## config.mk

```make
export PLATFORM = sky130hd
export DESIGN_NAME = regfile_write_arbiter
export DESIGN_NICKNAME = d
export VERILOG_FILES = /design/src/rtl/mips_pkg.sv /design/src/rtl/wb_fifo.sv /design/src/rtl/regfile_write_arbiter.sv
export SDC_FILE = /design/constraint.sdc
export NUM_CORES = 1
export LEC_CHECK = 0
export CAP_MARGIN = 20
export CORE_ASPECT_RATIO = 1.4
export CORE_UTILIZATION = 55
export DETAILED_ROUTE_END_ITERATION = 10
export PLACE_DENSITY = 0.8
export SYNTH_ARGS = -nofsm -noshare
export SYNTH_HDL_FRONTEND = slang
export SYNTH_SLANG_ARGS = --single-unit
export TNS_END_PERCENT = 20
```

## constraint.sdc

```tcl
create_clock -name clk -period 5 [get_ports clk]
set_input_delay 1.5 -clock clk [delete_from_list [all_inputs] [get_ports clk]]
set_output_delay 1.5 -clock clk [all_outputs]
set_load 0.01 [all_outputs]
```

## src/rtl/mips_pkg.sv

```systemverilog
// Shared writeback definitions: register-file geometry and the queued-result entry
// used by the MDU result FIFO.
package mips_pkg;

  localparam int DATA_W = 32;
  localparam int ADDR_W = 5;

  localparam logic [ADDR_W-1:0] REG_ZERO = 5'd0;

  typedef struct packed {
    logic              valid;
    logic              killed;
    logic [ADDR_W-1:0] addr;
    logic [DATA_W-1:0] data;
  } wb_entry_t;

  // An entry still owes a register-file write only if it is valid and not superseded.
  function automatic logic entry_live(input wb_entry_t e);
    return e.valid & ~e.killed;
  endfunction

endpackage

```

## src/rtl/wb_fifo.sv

```systemverilog
// Synchronous MDU result FIFO with per-entry killed bits, a kill-by-address port
// and two address-match query ports for the pending-write scoreboard.
module wb_fifo #(
  parameter int DATA_W = mips_pkg::DATA_W,
  parameter int ADDR_W = mips_pkg::ADDR_W,
  parameter int DEPTH  = 4
) (
  input  logic                     clk,
  input  logic                     rst,
  input  logic                     i_push,
  input  logic [ADDR_W-1:0]        i_push_addr,
  input  logic [DATA_W-1:0]        i_push_data,
  input  logic                     i_pop,
  input  logic                     i_kill,
  input  logic [ADDR_W-1:0]        i_kill_addr,
  input  logic [ADDR_W-1:0]        i_q_addr1,
  input  logic [ADDR_W-1:0]        i_q_addr2,
  output logic                     o_match1,
  output logic                     o_match2,
  output logic                     o_head_killed,
  output logic [ADDR_W-1:0]        o_head_addr,
  output logic [DATA_W-1:0]        o_head_data,
  output logic [$clog2(DEPTH):0]   o_count
);
  import mips_pkg::*;

  localparam int PTR_W = $clog2(DEPTH);
  localparam int CNT_W = PTR_W + 1;

  wb_entry_t        r_mem [DEPTH];
  logic [PTR_W-1:0] r_rd_ptr;
  logic [PTR_W-1:0] r_wr_ptr;
  logic [CNT_W-1:0] r_count;
  logic             w_push;
  logic             w_pop;
  logic             w_match1;
  logic             w_match2;

  // Caller gates push/pop; these guards keep pointers sane regardless.
  assign w_push = i_push & (r_count != CNT_W'(DEPTH));
  assign w_pop  = i_pop & (r_count != CNT_W'(0));

  // Entry storage, kill marking and pointer/occupancy bookkeeping.
  always_ff @(posedge clk) begin
    if (rst) begin
      for (int i = 0; i < DEPTH; i++) begin
        r_mem[i] <= '0;
      end
      r_rd_ptr <= PTR_W'(0);
      r_wr_ptr <= PTR_W'(0);
      r_count  <= CNT_W'(0);
    end else begin
      for (int i = 0; i < DEPTH; i++) begin
        if (i_kill && r_mem[i].valid && (r_mem[i].addr == i_kill_addr)) begin
          r_mem[i].killed <= 1'b1;
        end
      end
      if (w_pop) begin
        r_mem[r_rd_ptr].valid <= 1'b0;
        r_rd_ptr              <= r_rd_ptr + PTR_W'(1);
      end
      // A same-cycle push is younger than the killing write, so it lands unkilled.
      if (w_push) begin
        r_mem[r_wr_ptr] <= '{valid: 1'b1, killed: 1'b0, addr: i_push_addr, data: i_push_data};
        r_wr_ptr        <= r_wr_ptr + PTR_W'(1);
      end
      r_count <= r_count + CNT_W'(w_push) - CNT_W'(w_pop);
    end
  end

  // Address match against every entry that still owes a write.
  always_comb begin
    w_match1 = 1'b0;
    w_match2 = 1'b0;
    for (int i = 0; i < DEPTH; i++) begin
      w_match1 = w_match1 | (entry_live(r_mem[i]) & (r_mem[i].addr == i_q_addr1));
      w_match2 = w_match2 | (entry_live(r_mem[i]) & (r_mem[i].addr == i_q_addr2));
    end
  end

  assign o_match1      = w_match1;
  assign o_match2      = w_match2;
  assign o_head_killed = r_mem[r_rd_ptr].killed;
  assign o_head_addr   = r_mem[r_rd_ptr].addr;
  assign o_head_data   = r_mem[r_rd_ptr].data;
  assign o_count       = r_count;

endmodule

```

## src/rtl/regfile_write_arbiter.sv

```systemverilog
// Writeback-stage arbiter: merges ALU results (priority) and queued MDU results onto
// the single register-file write port, with a starvation guard and RAW scoreboard.
module regfile_write_arbiter #(
  parameter int DATA_W     = mips_pkg::DATA_W,
  parameter int ADDR_W     = mips_pkg::ADDR_W,
  parameter int DEPTH      = 4,
  parameter int STARVE_MAX = 8
) (
  input  logic                   clk,
  input  logic                   rst,
  input  logic                   i_alu_valid,
  input  logic [ADDR_W-1:0]      i_alu_addr,
  input  logic [DATA_W-1:0]      i_alu_data,
  output logic                   o_alu_stall,
  input  logic                   i_mdu_valid,
  output logic                   o_mdu_ready,
  input  logic [ADDR_W-1:0]      i_mdu_addr,
  input  logic [DATA_W-1:0]      i_mdu_data,
  output logic                   o_rf_we,
  output logic [ADDR_W-1:0]      o_rf_waddr,
  output logic [DATA_W-1:0]      o_rf_wdata,
  input  logic [ADDR_W-1:0]      i_q_addr1,
  input  logic [ADDR_W-1:0]      i_q_addr2,
  output logic                   o_pend_hit1,
  output logic                   o_pend_hit2,
  output logic [$clog2(DEPTH):0] o_fifo_count
);
  import mips_pkg::*;

  localparam int CNT_W = $clog2(DEPTH) + 1;
  localparam int STV_W = $clog2(STARVE_MAX) + 1;

  logic [CNT_W-1:0]  w_count;
  logic              w_empty;
  logic              w_full;
  logic              w_push;
  logic              w_pop;
  logic              w_alu_wr;
  logic              w_head_killed;
  logic [ADDR_W-1:0] w_head_addr;
  logic [DATA_W-1:0] w_head_data;
  logic              w_match1;
  logic              w_match2;
  logic              w_nx_we;
  logic [ADDR_W-1:0] w_nx_waddr;
  logic [DATA_W-1:0] w_nx_wdata;

  logic              r_rf_we;
  logic [ADDR_W-1:0] r_rf_waddr;
  logic [DATA_W-1:0] r_rf_wdata;
  logic              r_stall;
  logic [STV_W-1:0]  r_starve;

  assign w_empty     = (w_count == CNT_W'(0));
  assign w_full      = (w_count == CNT_W'(DEPTH));
  assign o_mdu_ready = ~rst & ~w_full;
  // Writes to r0 are accepted but never allocate an entry.
  assign w_push      = i_mdu_valid & o_mdu_ready & (i_mdu_addr != REG_ZERO);
  assign w_alu_wr    = ~r_stall & i_alu_valid & (i_alu_addr != REG_ZERO);
  assign w_pop       = ~w_empty & ~w_alu_wr;

  wb_fifo #(
    .DATA_W (DATA_W),
    .ADDR_W (ADDR_W),
    .DEPTH  (DEPTH)
  ) u_fifo (
    .clk           (clk),
    .rst           (rst),
    .i_push        (w_push),
    .i_push_addr   (i_mdu_addr),
    .i_push_data   (i_mdu_data),
    .i_pop         (w_pop),
    .i_kill        (w_alu_wr),
    .i_kill_addr   (i_alu_addr),
    .i_q_addr1     (i_q_addr1),
    .i_q_addr2     (i_q_addr2),
    .o_match1      (w_match1),
    .o_match2      (w_match2),
    .o_head_killed (w_head_killed),
    .o_head_addr   (w_head_addr),
    .o_head_data   (w_head_data),
    .o_count       (w_count)
  );

  // Source selection for the next register-file write.
  always_comb begin
    w_nx_we    = 1'b0;
    w_nx_waddr = ADDR_W'(0);
    w_nx_wdata = DATA_W'(0);
    if (w_alu_wr) begin
      w_nx_we    = 1'b1;
      w_nx_waddr = i_alu_addr;
      w_nx_wdata = i_alu_data;
    end else if (w_pop && !w_head_killed) begin
      w_nx_we    = 1'b1;
      w_nx_waddr = w_head_addr;
      w_nx_wdata = w_head_data;
    end else begin
      w_nx_we    = 1'b0;
      w_nx_waddr = ADDR_W'(0);
      w_nx_wdata = DATA_W'(0);
    end
  end

  // Registered register-file write port.
  always_ff @(posedge clk) begin
    if (rst) begin
      r_rf_we    <= 1'b0;
      r_rf_waddr <= ADDR_W'(0);
      r_rf_wdata <= DATA_W'(0);
    end else begin
      r_rf_we    <= w_nx_we;
      r_rf_waddr <= w_nx_waddr;
      r_rf_wdata <= w_nx_wdata;
    end
  end

  // Starvation guard: the stall lands in the cycle the counter would show STARVE_MAX-1.
  always_ff @(posedge clk) begin
    if (rst) begin
      r_starve <= STV_W'(0);
      r_stall  <= 1'b0;
    end else if (w_empty || w_pop) begin
      r_starve <= STV_W'(0);
      r_stall  <= 1'b0;
    end else begin
      r_starve <= r_starve + STV_W'(1);
      r_stall  <= (r_starve == STV_W'(STARVE_MAX - 2));
    end
  end

  assign o_pend_hit1  = (i_q_addr1 != REG_ZERO) &
                        (w_match1 | (r_rf_we & (r_rf_waddr == i_q_addr1)));
  assign o_pend_hit2  = (i_q_addr2 != REG_ZERO) &
                        (w_match2 | (r_rf_we & (r_rf_waddr == i_q_addr2)));
  assign o_alu_stall  = r_stall;
  assign o_rf_we      = r_rf_we;
  assign o_rf_waddr   = r_rf_waddr;
  assign o_rf_wdata   = r_rf_wdata;
  assign o_fifo_count = w_count;

endmodule

```

[After elaboration in Yosys (flattened, before gate mapping)]
Memories as Yosys holds them, arrays and structs flattened. A register that Yosys moved wholly into a read port is not among the register bits.
Index checks and enable logic that the tools add are counted.
Storage, ports and cells
  register bits after elaboration: 50
  RAM bits: 156
  input port bits: 88
  output and inout bits: 45
  logic and storage cells: 130
  memories: 1
Operators by class
  add/subtract/negate cells: 5
  eq/ne operators: 17
  multiplexer cells: 35
  bitwise gates (word level): 45
  reductions and logical operators: 19
Memory list
  u_fifo.r_mem: depth 4, width 39, rd ports 5, clocked after Yosys merged registers in 1, write ports 5, RTL line wb_fifo.sv:30  | wb_entry_t r_mem [DEPTH];
Operators with widths (number)
  == test 5 bit: 14
  two-way mux 32 bit: 2
  two-way mux 39 bit: 1
  OR reduction 39 bit: 1
  two-way mux 1 bit: 26
  bitwise AND 1 bit: 24
  nonzero test 5 bit: 4
  OR 1 bit: 12
  two-way mux 5 bit: 2
  logical AND 1 bit: 9
  inverter 1 bit: 9
  two-way mux 2 bit: 3
  adder 2 x 1 -> 2 bit, second input constant: 2
  adder 4 x 1 -> 4 bit, second input constant: 1
  == test 4 x 3 -> 1 bit, second input constant: 1
  adder 3 x 1 -> 3 bit: 1
  == test 3 bit, second input constant: 1
  logical NOT 3 bit: 1
  two-way mux 3 bit: 1
  != test 3 bit, second input constant: 1
  nonzero test 3 bit: 1
  subtractor 3 x 1 -> 3 bit: 1
  OR reduction 2 bit: 1
  logical NOT 1 bit: 1
  logical OR 1 bit: 1

[Depth between registers and ports, before layout]
Gate-level depths: netlist of the first run.
  depth after elaboration: 11
  gate-level depth with buffers: 11
  depth with buffers taken out: 10

[Modules after synthesis]
From an unflattened synthesis of the first run, not the netlist that was laid out.
Second synthesis, totals
  cell total of the unflattened synthesis: 688
  area total of the unflattened synthesis: 9655.5 µm²
Modules (own cells, without submodules)
  wb_fifo: instances 1, cells an instance 546, area each 8008.9 µm², seq. area each 4784.6 µm²
  regfile_write_arbiter: instances 1, cells an instance 142, area each 1646.6 µm², seq. area each 860.8 µm²

[Worst setup path before layout of the first run]
OpenSTA, ideal clock, no wires.
  path kind: input to output
  start: input port i_q_addr1[0]
  end: output port o_pend_hit1
  data arrival time: 2.473 ns
  required time: 3.500 ns
  path slack: 1.027 ns
  cell stages on the path: 6
  path buffers: 1
  cells stage by stage: clkbuf_1 -> xnor2_1 -> nand4_1 -> nor3_1 -> a31oi_1 -> a21oi_1
On the way
  word-level cells in the longest chain between the ends: 7
  elaborated cells on any way between the ends: 16
  classes of those cells: 5 x eq/ne; 10 x bitwise; 1 x reduce/logical
RTL lines
  start, declared: RTL line regfile_write_arbiter.sv:22  | input logic [ADDR_W-1:0] i_q_addr1,
  == test 5 bit: RTL line wb_fifo.sv:76  | w_match1 = w_match1 | (entry_live(r_mem[i]) & (r_mem[i].addr == i_q_addr1));
  bitwise AND 1 bit: RTL line wb_fifo.sv:76
  OR 1 bit (3 in a row): RTL line wb_fifo.sv:76
  OR 1 bit: RTL line regfile_write_arbiter.sv:133  | (w_match1 | (r_rf_we & (r_rf_waddr == i_q_addr1)));
  bitwise AND 1 bit *: RTL line regfile_write_arbiter.sv:132  | assign o_pend_hit1 = (i_q_addr1 != REG_ZERO) &
  end, declared: RTL line regfile_write_arbiter.sv:24  | output logic o_pend_hit1,
Mark *: on every way between the ends. The rest lies on a longest branch, timed or not.

[Worst setup path after layout of the first run]
  start: input port i_q_addr2[1]
  end: output port o_pend_hit2
On the way
  word-level cells in the longest chain between the ends: 7
  elaborated cells on any way between the ends: 16
  classes of those cells: 5 x eq/ne; 10 x bitwise; 1 x reduce/logical
RTL lines
  start, declared: RTL line regfile_write_arbiter.sv:23  | input logic [ADDR_W-1:0] i_q_addr2,
  == test 5 bit: RTL line wb_fifo.sv:77  | w_match2 = w_match2 | (entry_live(r_mem[i]) & (r_mem[i].addr == i_q_addr2));
  bitwise AND 1 bit: RTL line wb_fifo.sv:77
  OR 1 bit (3 in a row): RTL line wb_fifo.sv:77
  OR 1 bit: RTL line regfile_write_arbiter.sv:135  | (w_match2 | (r_rf_we & (r_rf_waddr == i_q_addr2)));
  bitwise AND 1 bit *: RTL line regfile_write_arbiter.sv:134  | assign o_pend_hit2 = (i_q_addr2 != REG_ZERO) &
  end, declared: RTL line regfile_write_arbiter.sv:25  | output logic o_pend_hit2,
Marks and branches as above.

==> run_results.csv, run 1 <==
group,metric,value,unit
status,status,"finished, final reports clean",
synth,syn_nets,789,
worst_setup_path,cp-end-kind,"output pin",
worst_setup_path,path_buf_inv,2,
power_and_ir_drop,switchingPower,0.00129,W
synth,netlist_area,9510,µm²
timing,tightestPinTransition,1120,ps
worst_setup_path,r2r-end,"u_fifo.r_mem[2][36]$_DFFE_PP_",
flow_run,maxCapViolations,0,
power_and_ir_drop,clock_power_share,33.8,%
timing,hold_violations,0,
global_route,grt_max_degree,141,
timing,finalSetupViolations,0,
global_route,grt_pass1_wl,37000,µm
routing,drt-wirelength-per-cell,23.9,µm
timing,max_clock_freq,212,MHz
worst_setup_path,crit_cells,7,
timing,setup_slack,284,ps
power_and_ir_drop,leakage,4.77,nW
timing,slew-limit-headroom,25.1,%
power_and_ir_drop,swShare,26.9,%
floorplan,die_w,113,µm
finish,synthToLayoutAreaGrowth,22.9,%
global_route,overflow,0,
worst_hold_path,holdPathEnd,"o_alu_stall$_SDFF_PP0_",
synth,ys_ff_latch,208,
worst_setup_path,reg2reg_depth,6,
routing,detail-route-antenna-nets,0,
place,post-place-ws,57.5,ps
worst_setup_path,required,3500,ps
routing,drc,0,
worst_setup_path,crit_arrival,3220,ps
worst_setup_path,critPathKind,"in2out",
worst_setup_path,startpoint_type,"input pin",
floorplan,num_rows,56,
routing,routed_wl,24200,µm
routing,route.vias.total,6245,
global_route,antenna_found_initial,0,
power_and_ir_drop,vdd_drop_max,0.278,mV
global_route,track_usage,27.9,%
place,portBuffers,132,
power_and_ir_drop,internal_power,0.00349,W
timing,post-route-min-period,4720,ps
floorplan,design.die.area,17800,µm²
floorplan,die_h,158,µm
finish,multi_input_comb_area,3580,µm²
floorplan,fp.coreArea,16800,µm²
routing,firstDrtPassIters,5,
finish,layout-drive-gt1-share,15.9,%
finish,diodes,0,
floorplan,initial_core_util,56.6,%
synth,ys_types,42,
clock_tree,cts.sink_count,208,
finish,fin_util,69.5,%
finish,seqCellArea,5650,µm²
power_and_ir_drop,p_comb_share,19.8,%
worst_setup_path,worst_path_most_repeated_cell,"clkdlybuf4s50_1",
power_and_ir_drop,seqPwrFrac,46.4,%
timing,skew,20.0,ps
power_and_ir_drop,power.density,409,nW/µm²
finish,final_area,11700,µm²
timing,tns,0,ps
timing,grt_setup_unrepaired,"no",
worst_hold_path,hold-path-cell-count,1,
routing,via_per_inst,6.17,
clock_tree,clk_path_buf_depth,3,
synth,yosys_warnings,0,
finish,nFillCells,1199,
synth,yosysSeqAreaShare,59.3,%
worst_setup_path,crit_chain,"clkdlybuf4s50_1 -> xnor2_1 -> nand4_1 -> nor3_1 -> a311oi_1 -> a21oi_1 -> clkdlybuf4s50_1",
clock_tree,cts_tree,"built",
synth,synth_area_per_cell,13.8,µm²
place,place_hpwl,15100,µm
worst_hold_path,hold_path.class,"reg2reg",
clock_tree,cts.clk_slew.worst_paths,60,ps
worst_setup_path,path_max_fanout,3,
clock_tree,clk_latency,500,ps
floorplan,num_io_pins,133,
worst_setup_path,slowest_stage,"clkdlybuf4s50_1",
worst_setup_path,cp_top_family,"buffers and inverters",
timing,min_period_over_period,94.3,%
clock_tree,cts_setup_buffers,0,
worst_hold_path,hp-start,"r_starve[3]$_SDFF_PP0_",
clock_tree,cts-root-buf,"clkbuf_16",
worst_setup_path,timing.rr.start,"u_fifo.o_count[1]$_SDFF_PP0_",
place,dpl_cell_area,10900,µm²
routing,drtIter0Drc,383,
finish,finalNetCount,895,
place,gp_congestion,0.925,
clock_tree,numCtsBuffers,21,
synth,post_synth_inst_count,689,
worst_setup_path,max_stage_delay,550,ps
clock_tree,cts.htree.levels,1,
timing,drv_slew,0,
global_route,grt_pass1_vias,6675,
worst_setup_path,r2r_slack,2410,ps
-- final cells by class --
class	instances	share of cell area, %
clock buffers	26	4.74
repair buffers	147	12.6
well taps	203	2.17
flip-flops and latches	208	48.3
multi-input cells	409	30.6
inverters	8	0.257
clock inverters	11	1.32
-- cell families (layout without fill, tap and decap cells) --
| logic type | Yosys count | count (layout) | synth area share, % |
|---|---|---|---|
| adders and majority gates | 12 | 12 | 1.66 |
| muxes | 39 | 39 | 9.10 |
| and+or+nand+nor | 226 | 226 | 14.4 |
| buffers and inverters | 72 | 192 | 3.25 |
| DFF | 208 | 208 | 59.3 |
| xor gates and xnor gates | 76 | 76 | 7.00 |
| AOI/OAI and AO/OA | 56 | 56 | 5.29 |
-- layout by cell type, fill, tap and decap left out, types with 3 or more instances in the layout --
| cell type | netlist | layout |
|---|---|---|
| and3_1 | 148 | 148 |
| edfxtp_1 | 148 | 148 |
| clkdlybuf4s50_1 | 0 | 123 |
| dfxtp_1 | 60 | 58 |
| xnor2_1 | 42 | 42 |
| mux4_2 | 38 | 38 |
| xor2_1 | 34 | 34 |
| a22o_2 | 27 | 27 |
| clkbuf_16 | 0 | 21 |
| nor2_1 | 17 | 17 |
| nor3_1 | 15 | 15 |
| buf_4 | 2 | 14 |
| ha_1 | 11 | 11 |
| a22o_1 | 9 | 9 |
| dlymetal6s2s_1 | 0 | 9 |
| inv_1 | 8 | 8 |
| nand4_1 | 8 | 8 |
| nand2_1 | 7 | 7 |
| a21oi_1 | 6 | 6 |
| nand2b_1 | 6 | 6 |
| nor4_1 | 6 | 6 |
| or2_2 | 5 | 5 |
| and2_1 | 4 | 4 |
| a31o_2 | 4 | 4 |
| a41oi_1 | 4 | 4 |
| clkbuf_1 | 54 | 4 |
| clkinvlp_4 | 0 | 3 |
| bufinv_16 | 0 | 3 |
-- worst max-delay path by stage --
stage	start	endpoint	slack, ps
CTS	i_q_addr2[3]	o_pend_hit2	50
global placement	i_q_addr2[3]	o_pend_hit2	70
detailed placement	i_q_addr2[3]	o_pend_hit2	60
global route	i_q_addr2[1]	o_pend_hit2	110
finish	i_q_addr2[1]	o_pend_hit2	280
floorplan	i_q_addr1[0]	o_pend_hit1	1030
-- state kept, by name (all words and copies together) (netlist names), named ones only --
signal	flops
o_rf_waddr	5
u_fifo.o_count	3
o_alu_stall	1
o_rf_wdata	32
u_fifo.r_rd_ptr	2
r_starve	4
u_fifo.r_mem	156
u_fifo.r_wr_ptr	2
o_rf_we	1
-- repair_timing --
action,in CTS,in global routing
resized for setup,0,9
hold buffers,0,0
endpoints found under the setup margin,0,2
-- stage by stage --
step	hold slack [ps]	power, W	instances
global placement	427	0.00317	974
global route	456	0.00496	1012
finish	445	0.00478	1012
detailed placement	438	0.00320	974
floorplan	417	0.00280	689
CTS	446	0.00481	1011
-- worst register-to-register path, delay by kind of cell, from the launching register on --
family / cells / cell delay, ps
compound gates: 2 / 460
buf+inv: 1 / 160
flops: 1 / 430
simple gates: 3 / 1160
-- metal layers --
| metal | track usage, % | vias up | part of all wire, % | wire length (µm) |
|---|---|---|---|---|
| met1 | 31.2 | 3125 | 36 | 8720 |
| li1 | - | 2818 | - | - |
| met2 | 52.4 | 243 | 55 | 13300 |
| met4 | 13.7 | 0 | 3.8 | 926 |
| met3 | 3.64 | 59 | 4.9 | 1190 |
| met5 | 0 | - | 0 | 0 |
-- Yosys cell counts --
cell	instances	area (µm²)
and3_1	148	926
edfxtp_1	148	4440
dfxtp_1	60	1200
clkbuf_1	54	203
xnor2_1	42	368
mux4_2	38	856
xor2_1	34	298
a22o_2	27	270
nor2_1	17	63.8
nor3_1	15	75.1
ha_1	11	138
a22o_1	9	78.8
inv_1	8	30.0
nand4_1	8	50.1
nand2_1	7	26.3
a21oi_1	6	30.0
nand2b_1	6	37.5
nor4_1	6	37.5
or2_2	5	31.3
a31o_2	4	35.0
a41oi_1	4	35.0
and2_1	4	25.0
buf_6	4	45.0
buf_1	3	11.3
buf_4	2	15.0
nand3b_1	2	15.0
or4_1	2	15.0
a211oi_2	1	12.5
a21o_1	1	7.51
a21oi_2	1	8.76
a311oi_1	1	8.76
a31oi_1	1	6.26
buf_2	1	5.00
fa_1	1	20.0
mux2i_1	1	10.0
nand3_1	1	5.00
nor2b_1	1	6.26
nor3_4	1	16.3
nor4_4	1	21.3
o311a_1	1	10.0
or2_4	1	8.76
or3_1	1	6.26
-- power groups by stage --
stage	Combinational (W)	Sequential, W	Clock (W)
after global routing	0.00101	0.00224	0.00170
final	0.000947	0.00222	0.00162
after global placement	0.000919	0.00225	0
after detailed placement	0.000940	0.00226	0
after CTS	0.000948	0.00222	0.00163
after floorplan	0.000656	0.00214	0
Note: power is estimated with default switching activity, not from simulation.
==> run 2, diff against run 1 <==
Settings changed: PLACE_DENSITY 0.8 to 0.86.
==> run_results.csv, run 2 (synthesized netlist as in run 1, its figures left out) <==
group,metric,value,unit
worst_setup_path,timing.rr.start,"u_fifo.o_count[1]$_SDFF_PP0_",
worst_setup_path,max_stage_delay,510,ps
routing,firstDrtPassIters,5,
power_and_ir_drop,clock_power_share,30.6,%
power_and_ir_drop,p_comb_share,22.6,%
worst_setup_path,path_buf_inv,3,
worst_setup_path,startpoint_type,"input pin",
worst_setup_path,cp-end-kind,"output pin",
routing,routed_wl,23600,µm
global_route,antenna_found_initial,1,
timing,max_clock_freq,211,MHz
place,gp_congestion,0.916,
global_route,grt_pass1_vias,6593,
place,place_hpwl,15100,µm
clock_tree,numCtsBuffers,20,
floorplan,design.die.area,17800,µm²
flow_run,maxCapViolations,0,
routing,via_per_inst,6.19,
timing,post-route-min-period,4740,ps
power_and_ir_drop,swShare,26.8,%
timing,finalSetupViolations,0,
global_route,track_usage,26.7,%
worst_setup_path,path_max_fanout,4,
routing,drt-wirelength-per-cell,23.3,µm
routing,drtIter0Drc,520,
power_and_ir_drop,internal_power,0.00334,W
power_and_ir_drop,switchingPower,0.00122,W
floorplan,initial_core_util,56.6,%
timing,grt_setup_unrepaired,"no",
floorplan,num_rows,56,
timing,tightestPinTransition,1070,ps
floorplan,num_io_pins,133,
finish,synthToLayoutAreaGrowth,21.9,%
power_and_ir_drop,p_total,0.00456,W
finish,finalNetCount,893,
timing,drv_slew,0,
clock_tree,cts.htree.levels,1,
finish,layout-drive-gt1-share,15.0,%
routing,route.vias.total,6263,
timing,tns,0,ps
place,post-place-ws,49.6,ps
floorplan,die_h,158,µm
finish,most-common-layout-cells,"and3_1 (148), edfxtp_1 (148), clkdlybuf4s50_1 (123)",
status,status,"finished, final reports clean",
clock_tree,cts_setup_buffers,0,
timing,hold_violations,0,
power_and_ir_drop,vdd_drop_max,0.269,mV
global_route,grt_max_degree,151,
routing,detail-route-antenna-nets,0,
finish,max_flop_register,"u_fifo.r_mem",
worst_hold_path,hp-start,"r_starve[3]$_SDFF_PP0_",
worst_hold_path,hold-path-cell-count,1,
finish,largest_register_ffs,156,
timing,slew-limit-headroom,28.6,%
worst_setup_path,worst_path_most_repeated_cell,"clkdlybuf4s50_1",
worst_hold_path,hold_path.class,"reg2reg",
routing,drc,0,
place,portBuffers,132,
global_route,overflow,0,
worst_setup_path,critPathKind,"in2out",
power_and_ir_drop,seqPwrFrac,46.9,%
clock_tree,cts_resized,0,
clock_tree,cts_tree,"built",
worst_setup_path,crit_chain,"clkdlybuf4s50_1 -> buf_4 -> xor2_1 -> nor3_1 -> a311oi_1 -> a21oi_1 -> clkdlybuf4s50_1",
worst_setup_path,crit_arrival,3240,ps
global_route,grt_pass1_wl,35900,µm
worst_setup_path,slowest_stage,"clkdlybuf4s50_1",
floorplan,fp.coreArea,16800,µm²
timing,min_period_over_period,94.9,%
clock_tree,cts.clk_slew.worst_paths,60,ps
power_and_ir_drop,power.density,393,nW/µm²
clock_tree,cts.sink_count,208,
timing,skew,12.7,ps
worst_setup_path,required,3500,ps
clock_tree,clk_path_buf_depth,3,
timing,setup_slack,256,ps
worst_setup_path,r2r_slack,2340,ps
clock_tree,hold_buffers,0,
clock_tree,cts-root-buf,"clkbuf_16",
worst_hold_path,holdPathEnd,"o_alu_stall$_SDFF_PP0_",
worst_setup_path,r2r-end,"u_fifo.r_mem[1][22]$_DFFE_PP_",
place,dpl.cell_count,973,
worst_setup_path,reg2reg_depth,5,
worst_setup_path,cp_top_family,"buffers and inverters",
clock_tree,clk_latency,480,ps
power_and_ir_drop,leakage,4.73,nW
finish,layout.cells.non_filler,1011,
floorplan,die_w,113,µm
[run 2: layout make-up]
class	count	area, µm²
flip-flops and latches	208	5650
fillers	1148	5220
diodes	1	2.50
well taps	203	254
inverters	8	30.0
clock buffers	30	569
clock inverters	6	33.8
multi-input cells	409	3580
repair buffers	146	1480
[run 2: per-stage QoR]
step	hold WS [ps]	util, %	area [µm²]
floorplan	417	-	9510
global placement	428	65.1	10900
detailed placement	458	65.1	10900
CTS	466	68.6	11500
global route	488	69.0	11600
finish	460	69.0	11600
[run 2: worst register-to-register path: cells and delay by family (launching register included)]
| kind | cells | cell delay, ps |
|---|---|---|
| simple gates | 3 | 1130 |
| compound gates | 2 | 690 |
| flops | 1 | 440 |
[run 2: layer usage]
layer	vias up	share of wire [%]	global-route usage, %
li1	2815	-	-
met1	3127	37	31.2
met2	269	55	48.9
met3	52	5.5	3.52
met4	0	3.0	12.3
met5	-	0	0
[run 2: worst max path at each step]
stage | start | to | slack [ps] | cells after the start
global route | i_q_addr2[1] | o_pend_hit2 | 90 | 7
detailed placement | i_q_addr1[3] | o_pend_hit1 | 50 | 6
finish | i_q_addr2[1] | o_pend_hit2 | 260 | 7
global placement | i_q_addr2[3] | o_pend_hit2 | 60 | 6
CTS | i_q_addr2[2] | o_pend_hit2 | 30 | 6
floorplan | i_q_addr1[0] | o_pend_hit1 | 1030 | 6
[run 2: power groups by stage]
| stage | Sequential [W] | Combinational, W | Clock [W] |
|---|---|---|---|
| 2_1_floorplan | 0.00214 | 0.000656 | 0 |
| 3_3_place_gp | 0.00216 | 0.000997 | 0 |
| 3_5_place_dp | 0.00217 | 0.00102 | 0 |
| 4_1_cts | 0.00214 | 0.00103 | 0.00141 |
| 5_1_grt | 0.00215 | 0.00110 | 0.00147 |
| 6_report | 0.00214 | 0.00103 | 0.00139 |
